## config.mk

```make
export PLATFORM = sky130hd
export DESIGN_NAME = bsr_chain
export DESIGN_NICKNAME = d
export VERILOG_FILES = /design/src/rtl/bsr_chain.sv
export SDC_FILE = /design/constraint.sdc
export NUM_CORES = 1
export LEC_CHECK = 0
export CORE_MARGIN = 3
export CORE_UTILIZATION = 40
export CTS_CLUSTER_DIAMETER = 30
export CTS_CLUSTER_SIZE = 16
export DETAILED_ROUTE_END_ITERATION = 16
export GPL_TIMING_DRIVEN = 0
export HOLD_SLACK_MARGIN = 0.08
export PLACE_DENSITY = 0.73
export SYNTH_ARGS = -nofsm -noshare
export SYNTH_HDL_FRONTEND = slang
export SYNTH_SLANG_ARGS = --single-unit
```

## constraint.sdc

```tcl
create_clock -name tck -period 0.85 [get_ports tck]
set_input_delay 0.085 -clock tck [delete_from_list [all_inputs] [get_ports tck]]
set_output_delay 0.085 -clock tck [all_outputs]
set_load 0.03 [all_outputs]
```

## src/rtl/bsr_chain.sv

```systemverilog
// Boundary-scan register chain: a capture/shift stage feeding an update
// latch stage, with a test-mode mux between the core-side inputs and the pads.
// Several of these are instantiated side by side, one per scan chain, and
// each serial output goes to the chain-select mux on the TDO path.
module bsr_chain #(
  parameter int unsigned           LENGTH    = 8,
  parameter logic [LENGTH-1:0]     RESET_VAL = '0
) (
  input  logic              tck,
  input  logic              rst,
  input  logic              chain_en,
  input  logic              tdi,
  input  logic              capture_dr,
  input  logic              shift_dr,
  input  logic              update_dr,
  input  logic              mode,
  input  logic [LENGTH-1:0] pi,
  output logic [LENGTH-1:0] po,
  output logic              bsr_so
);

  logic [LENGTH-1:0] sreg_q;
  logic [LENGTH-1:0] sreg_d;
  logic [LENGTH-1:0] ureg_q;
  logic [LENGTH-1:0] ureg_d;
  logic [LENGTH-1:0] shifted;

  // Serial data enters at the top cell and moves toward cell 0; a one-cell
  // chain simply takes tdi.
  if (LENGTH == 1) begin : g_single
    assign shifted = tdi;
  end else begin : g_multi
    assign shifted = {tdi, sreg_q[LENGTH-1:1]};
  end

  // Next-state selection: capture beats shift, and update copies the shift
  // stage as it stood before this edge, so a shift and an update on the same
  // edge load the pre-shift value into the latches.
  always_comb begin
    sreg_d = sreg_q;
    ureg_d = ureg_q;
    if (chain_en) begin
      if (capture_dr) begin
        sreg_d = pi;
      end else if (shift_dr) begin
        sreg_d = shifted;
      end
      if (update_dr) begin
        ureg_d = sreg_q;
      end
    end
  end

  // State registers; reset wins over every strobe and drops any partial shift.
  always_ff @(posedge tck) begin
    if (rst) begin
      sreg_q <= '0;
      ureg_q <= RESET_VAL;
    end else begin
      sreg_q <= sreg_d;
      ureg_q <= ureg_d;
    end
  end

  // Cell 0 is the serial output; mode switches the pads between the update
  // latches and plain pass-through without touching either stage.
  assign bsr_so = sreg_q[0];
  assign po     = mode ? ureg_q : pi;

endmodule

```

# After elaboration in Yosys (flattened, before gate mapping)

Cells that the tools add are included.

Memory bits (writable): 0
Register bits after elaboration: 16
Memories: 0
Memory bits (read-only): 0
Latch bits: 0
Output and inout port bits: 9
Bits of input ports: 16
Word-level logic and storage cells: 8

$lt $le $gt $ge: 0
Bitwise operators: 0
Eq/ne operators: 0
Multiplexer cells: 3
Div/mod/pow operators: 0
Reduce and logical (&&, ||, !) cells: 3
Shifts and indexed selects: 0
Add/sub/neg operators: 0
$mul: 0

Operators with widths:

| cell              | count |
|---|---|
| $mux 8            | 3 |
| $reduce_and 2->1  | 2 |
| $reduce_bool 2->1 | 1 |

# Longest topological paths before layout

Word-level depth: 2
Mapped depth: 5
Gate-level depth less buffers: 3

# Worst setup path before layout

No wires, ideal clock.

Kind: in2reg
From: input port capture_dr
To: register sreg_q[0]
Slack: 0.009 ns
Data required time: 0.727 ns
Path buffers: 2
Cell stages on the path: 5
Library setup time: 0.123 ns
Arrival: 0.718 ns
Path through: buf_6 -> o21a_4 -> buf_12 -> nor2_2 -> a211oi_2

Cells in the longest elaborated chain, start to end: 2
Elaborated cells between the ends (all ways): 3
Those cells by class: 1 x mux; 2 x reduce/logical

RTL lines:

| what                        | line | text |
|---|---|---|
| start, declared             | 13   | `input logic capture_dr,` |
| $reduce_bool 2->1 (no line) | --   |  |
| $reduce_and 2->1 (no line)  | --   |  |
| end signal, assigned        | 60   | `sreg_q <= sreg_d;` |
| end, declared               | 22   | `logic [LENGTH-1:0] sreg_q;` |

Parallel ways exist; a longest one is shown, timed or not.
A chain may end at the register's enable or synchronous reset.

# Worst setup path in the final report

From: register ureg_q[7]
To: output port po[7]

Cells in the longest elaborated chain, start to end: 1

RTL lines:

| what                   | line | text |
|---|---|---|
| start, declared        | 24   | `logic [LENGTH-1:0] ureg_q;` |
| start signal, assigned | 61   | `ureg_q <= ureg_d;` |
| $mux 8                 | 68   | `assign po = mode ? ureg_q : pi;` |
| end, declared          | 18   | `output logic [LENGTH-1:0] po,` |

Every way passes these cells.

==> results_dict.tcl <==
set metrics [dict create \
    outcome "complete, but fails checks" \
    violations "negative setup slack" \
    final_nets 126 \
    wirelength_mm 1.95 \
    die_h_um 51.1 \
    setup_viol 8 \
    syn_to_final_growth_pct 45.5 \
    nFillCells 161 \
    drc 0 \
    slew_headroom_pct 79.5 \
    holdBufCountCts 0 \
    grt_use_total_pct 16.2 \
    num_io_pins 25 \
    dp_hpwl_mm 1.30 \
    pre_cts_ws_ns -0.650 \
    drt_iter0_drc 2 \
    critPathArrivalTime_ns 1.02 \
    cp_max_fo 2 \
    numPortBuffers 19 \
    synth_cell_types 15 \
    detail_route.wl_per_cell_um 14.7 \
    grt-busiest-layer "met2" \
    tritoncts "yes" \
    tightest_slew_ns 0.307 \
    drv_cap 0 \
    synth_fp_nets 97 \
    clkSinkCount 16 \
    hold_class "input port to flip-flop" \
    synth_seq_area_share_pct 39.4 \
    post-route-min-period_ns 1.10 \
    clk_pin_slew_ns 0.09 \
    use_met1_pct 20.8 \
    die_x_um 51.1 \
    critPathLaunchType "flip-flop" \
    drive_above_1_share_pct 48.1 \
    design.core.area_sq_um 1820 \
    htreeDepth 1 \
    finalNonFillerCells 133 \
    grt_setup_unrepaired "yes" \
    synth_area_per_cell_sq_um 10.0 \
    endpoint_kind "output pin" \
    netlist_top_cells_area "dfxtp_1 (39%), a211oi_2 (12%), mux2_2 (11%)" \
    rows 15 \
    cts_buffers 3 \
    vias_per_cell 5.22 \
    clk_path_buf_depth 2 \
    grt_pass1_wl_mm 3.18 \
    cellLeakagePower_uw 0.000492 \
    die-area_sq_um 2610 \
    antennaDiodeCount 0 \
    cp.required_ns 0.76 \
    final_core_util_pct 65.0 \
    clk_latency_ns 0.29 \
    worstRegToRegCells 2 \
    slew_violations 0 \
    grt_start_max_net_pins 11 \
    firstDrtPassIters 6 \
    vias 694 \
    syn_inst 81 \
    hold_viol 0 \
    yosysTopAreaCellShare_pct 39.4 \
    fin_ws_ns -0.251 \
    hold_depth 2 \
    antenna_found_initial 0 \
    antenna_left 0 \
    total_power_uw 1710 \
    skew_ns 0.00231 \
    grt_pass1_vias 668 \
    yosysWarnings 0 \
    start_util_pct 44.7 \
    ir_worst_vdd_mv 0.851 \
    grt_use_met2_pct 27.9 \
    post-route-period-util_pct 129 \
    netlist_area_sq_um 813 \
    synth_area_leader_cell "dfxtp_1" \
    place_congestion 0.784 \
    dp.cells 125 \
    use_met3_pct 2.04 \
    max_freq_mhz 909 \
    synth-seq-cells 16 \
    power.density_nw_per_um2 1450 \
    overflow 0 \
    crit_type "flip-flop to output pin" \
    cts_root_buf "clkbuf_4" \
]
-- layer usage --
layer	share of wire (%)	wire length, um	vias to the layer above
met1	45	883	336
met5	0	0	-
met2	51	1000	13
met3	2.1	41	2
li1	-	-	343
met4	1.3	25	0
-- synth_stat cells (all sizes together) --
cell type   n
dfxtp      16
nand2       9
a211oi      8
a21oi       8
mux2        8
mux2i       8
nand3       8
nor2        8
buf         6
clkbuf      1
o21a        1
-- metrics by stage --
step / instance area, sq um / hold WS (ns) / setup TNS, ns
after detailed placement: 1030 / 0.402 / -7.63
after floorplan: 813 / 0.356 / 0
after CTS: 1180 / 0.0909 / -2.00
final: 1180 / 0.0942 / -1.94
after global placement: 1030 / 0.395 / -7.48
after global routing: 1180 / 0.0884 / -2.19
-- cell usage in the layout, fill, tap and decap left out, types with 3 or more instances in the layout --
cell type         n
dfxtp_1           7
mux2_4            8
nand2_1           9
buf_2             3
mux2i_1           8
dfxtp_2           9
nor2_1            6
clkdlybuf4s50_1   9
a21oi_1           8
a211oi_2          8
clkbuf_4          3
buf_4             4
buf_6            10
nand3_1           8
-- logic make-up (layout without fill, tap and decap cells) --
logic type | count (synthesis) | in the layout | synth area share, %
compound gates | 17 | 17 | 19.1
buf+inv | 7 | 34 | 7.23
flops | 16 | 16 | 39.4
mux | 16 | 16 | 20.9
simple gates | 25 | 25 | 13.4
-- worst max-delay path: stages (launching register included) --
cell	delay [ns]
dfxtp_2	0.33
mux2_4	0.26
buf_6	0.14
-- cell type report --
cell class,instances,area [sq um],area share (%)
multi-input cells,58,464,39.2
plain buffers,7,58.8,4.97
clock buffers,3,22.5,1.90
flip-flops and latches,16,332,28.0
well taps,25,31.3,2.64
repair buffers,24,275,23.3
-- worst paths after layout --
| kind | startpoint | to | slack, ns |
|---|---|---|---|
| setup / recovery | ureg_q[7] | po[7] | -0.25 |
| hold / removal | rst | sreg_q[4] | 0.09 |
| setup reg to reg | sreg_q[1] | sreg_q[0] | 0.08 |
| hold reg to reg | ureg_q[2] | ureg_q[2] | 0.46 |
-- power by group --
group,switching [uW],leakage (uW),internal [uW]
clock,236,0.0000138,165
sequential,27.6,0.000135,793
combinational,227,0.000343,263
-- flip-flops by register name (all words and copies together), names as in the netlist --
name	flops
sreg_q	8
ureg_q	8
-- what timing repair did --
action / 4_1_cts / 5_1_grt
gates cloned: 1 / 0
hold endpoints to repair: 0 / 0
endpoints found under the setup margin: 12 / 9
setup buffers: 4 / 0
resized for setup: 79 / 2
pin swaps: 1 / 0
Power figures use the tool's default switching activity.
==> RTL edit, RTL diff (same flow settings) <==
Set the parameter `LENGTH` to 16 (it was 8).
--- a/src/rtl/bsr_chain.sv
+++ b/src/rtl/bsr_chain.sv
@@ -3,7 +3,7 @@
 // Several of these are instantiated side by side, one per scan chain, and
 // each serial output goes to the chain-select mux on the TDO path.
 module bsr_chain #(
-  parameter int unsigned           LENGTH    = 8,
+  parameter int unsigned           LENGTH    = 16,
   parameter logic [LENGTH-1:0]     RESET_VAL = '0
 ) (
   input  logic              tck,
Ports: changed (resized pi and po); port bits go from 25 to 41. The function was not compared with the original's and may differ.
==> RTL edit against the original RTL <==
The run still ends with setup timing left; cell area up 110%; synthesized area up 98%; first-iteration DRC count grew to 20 times the old value; sequential cell count is 16 higher; non-clock buffer count increased by 31; clock skew rose by 0.0069 ns; routed wire length is 110% higher; total power increased by 130%; via count rose by 94%; register-to-register slack got worse by 0.03 ns; worst setup slack gained 0.013 ns; fmax increased by 1.2%.
==> RTL edit: results <==
export IMPL_outcome="complete, but fails checks"
export IMPL_violations="setup timing"
export IMPL_endpoint="po[11]"
export IMPL_r2r_setup_slack_ns=0.05
export IMPL_wl_met3_um=150
export IMPL_finalWeightedCongestion=0.754
export IMPL_first_iter_violations=39
export IMPL_reg_largest_list="sreg_q (16), ureg_q (16)"
export IMPL_fin_nets=240
export IMPL_cts_buffers=5
export IMPL_pre_cts_ws_ns=-0.639
export IMPL_arrival_ns=1.00
export IMPL_tns_ns=-3.68
export IMPL_setup_violations_final=16
export IMPL_via_per_inst=5.11
export IMPL_grt_pass1_vias=1461
export IMPL_cp_startpoint="ureg_q[11]"
export IMPL_grt_util_met3=0.0406
export IMPL_ys_types=17
export IMPL_r2r_start="sreg_q[13]"
export IMPL_wl_mm=4.13
export IMPL_final_layout_size_suffix_gt1_frac=0.523
export IMPL_powerClk_mw=1.27
export IMPL_synth_nets=184
export IMPL_r2r_end="sreg_q[12]"
export IMPL_fin_ws_ns=-0.238
export IMPL_synth_compound_area_frac=0.183
export IMPL_fin_worst_skew_ns=0.00917
export IMPL_power_leakage_nw=1.03
export IMPL_switching_share=0.274
export IMPL_ys_seq_area_frac=0.397
export IMPL_dr_pass1_iters=4
export IMPL_placedCellCount=246
export IMPL_clk_pin_slew_ns=0.07
==> RTL edit: how the worst min path moves through the flow <==
stage / from / end / slack [ns] / cells after the start
after floorplan: rst / sreg_q[10] / 0.15 / 1
after global placement: ureg_q[0] / ureg_q[0] / 0.44 / 2
after detailed placement: ureg_q[4] / ureg_q[4] / 0.45 / 2
after CTS: capture_dr / sreg_q[11] / 0.22 / 3
after global routing: rst / sreg_q[11] / 0.12 / 2
final: rst / sreg_q[10] / 0.11 / 2
==> RTL edit: what timing repair did <==
action                                  CTS  global route
buffers inserted                          7             2
pin swaps                                 2             0
gates resized for setup                 153            10
hold endpoints to repair                  0             0
cloned                                    2             0
endpoints found under the setup margin   49            34
==> RTL edit: area by class of cell <==
type,instances,area (um^2)
Timing Repair Buffer,49,556
Sequential cell,32,657
Buffer,13,161
Clock buffer,7,96.3
Tap cell,48,60.1
Fill cell,310,1300
Multi-Input combinational cell,115,938
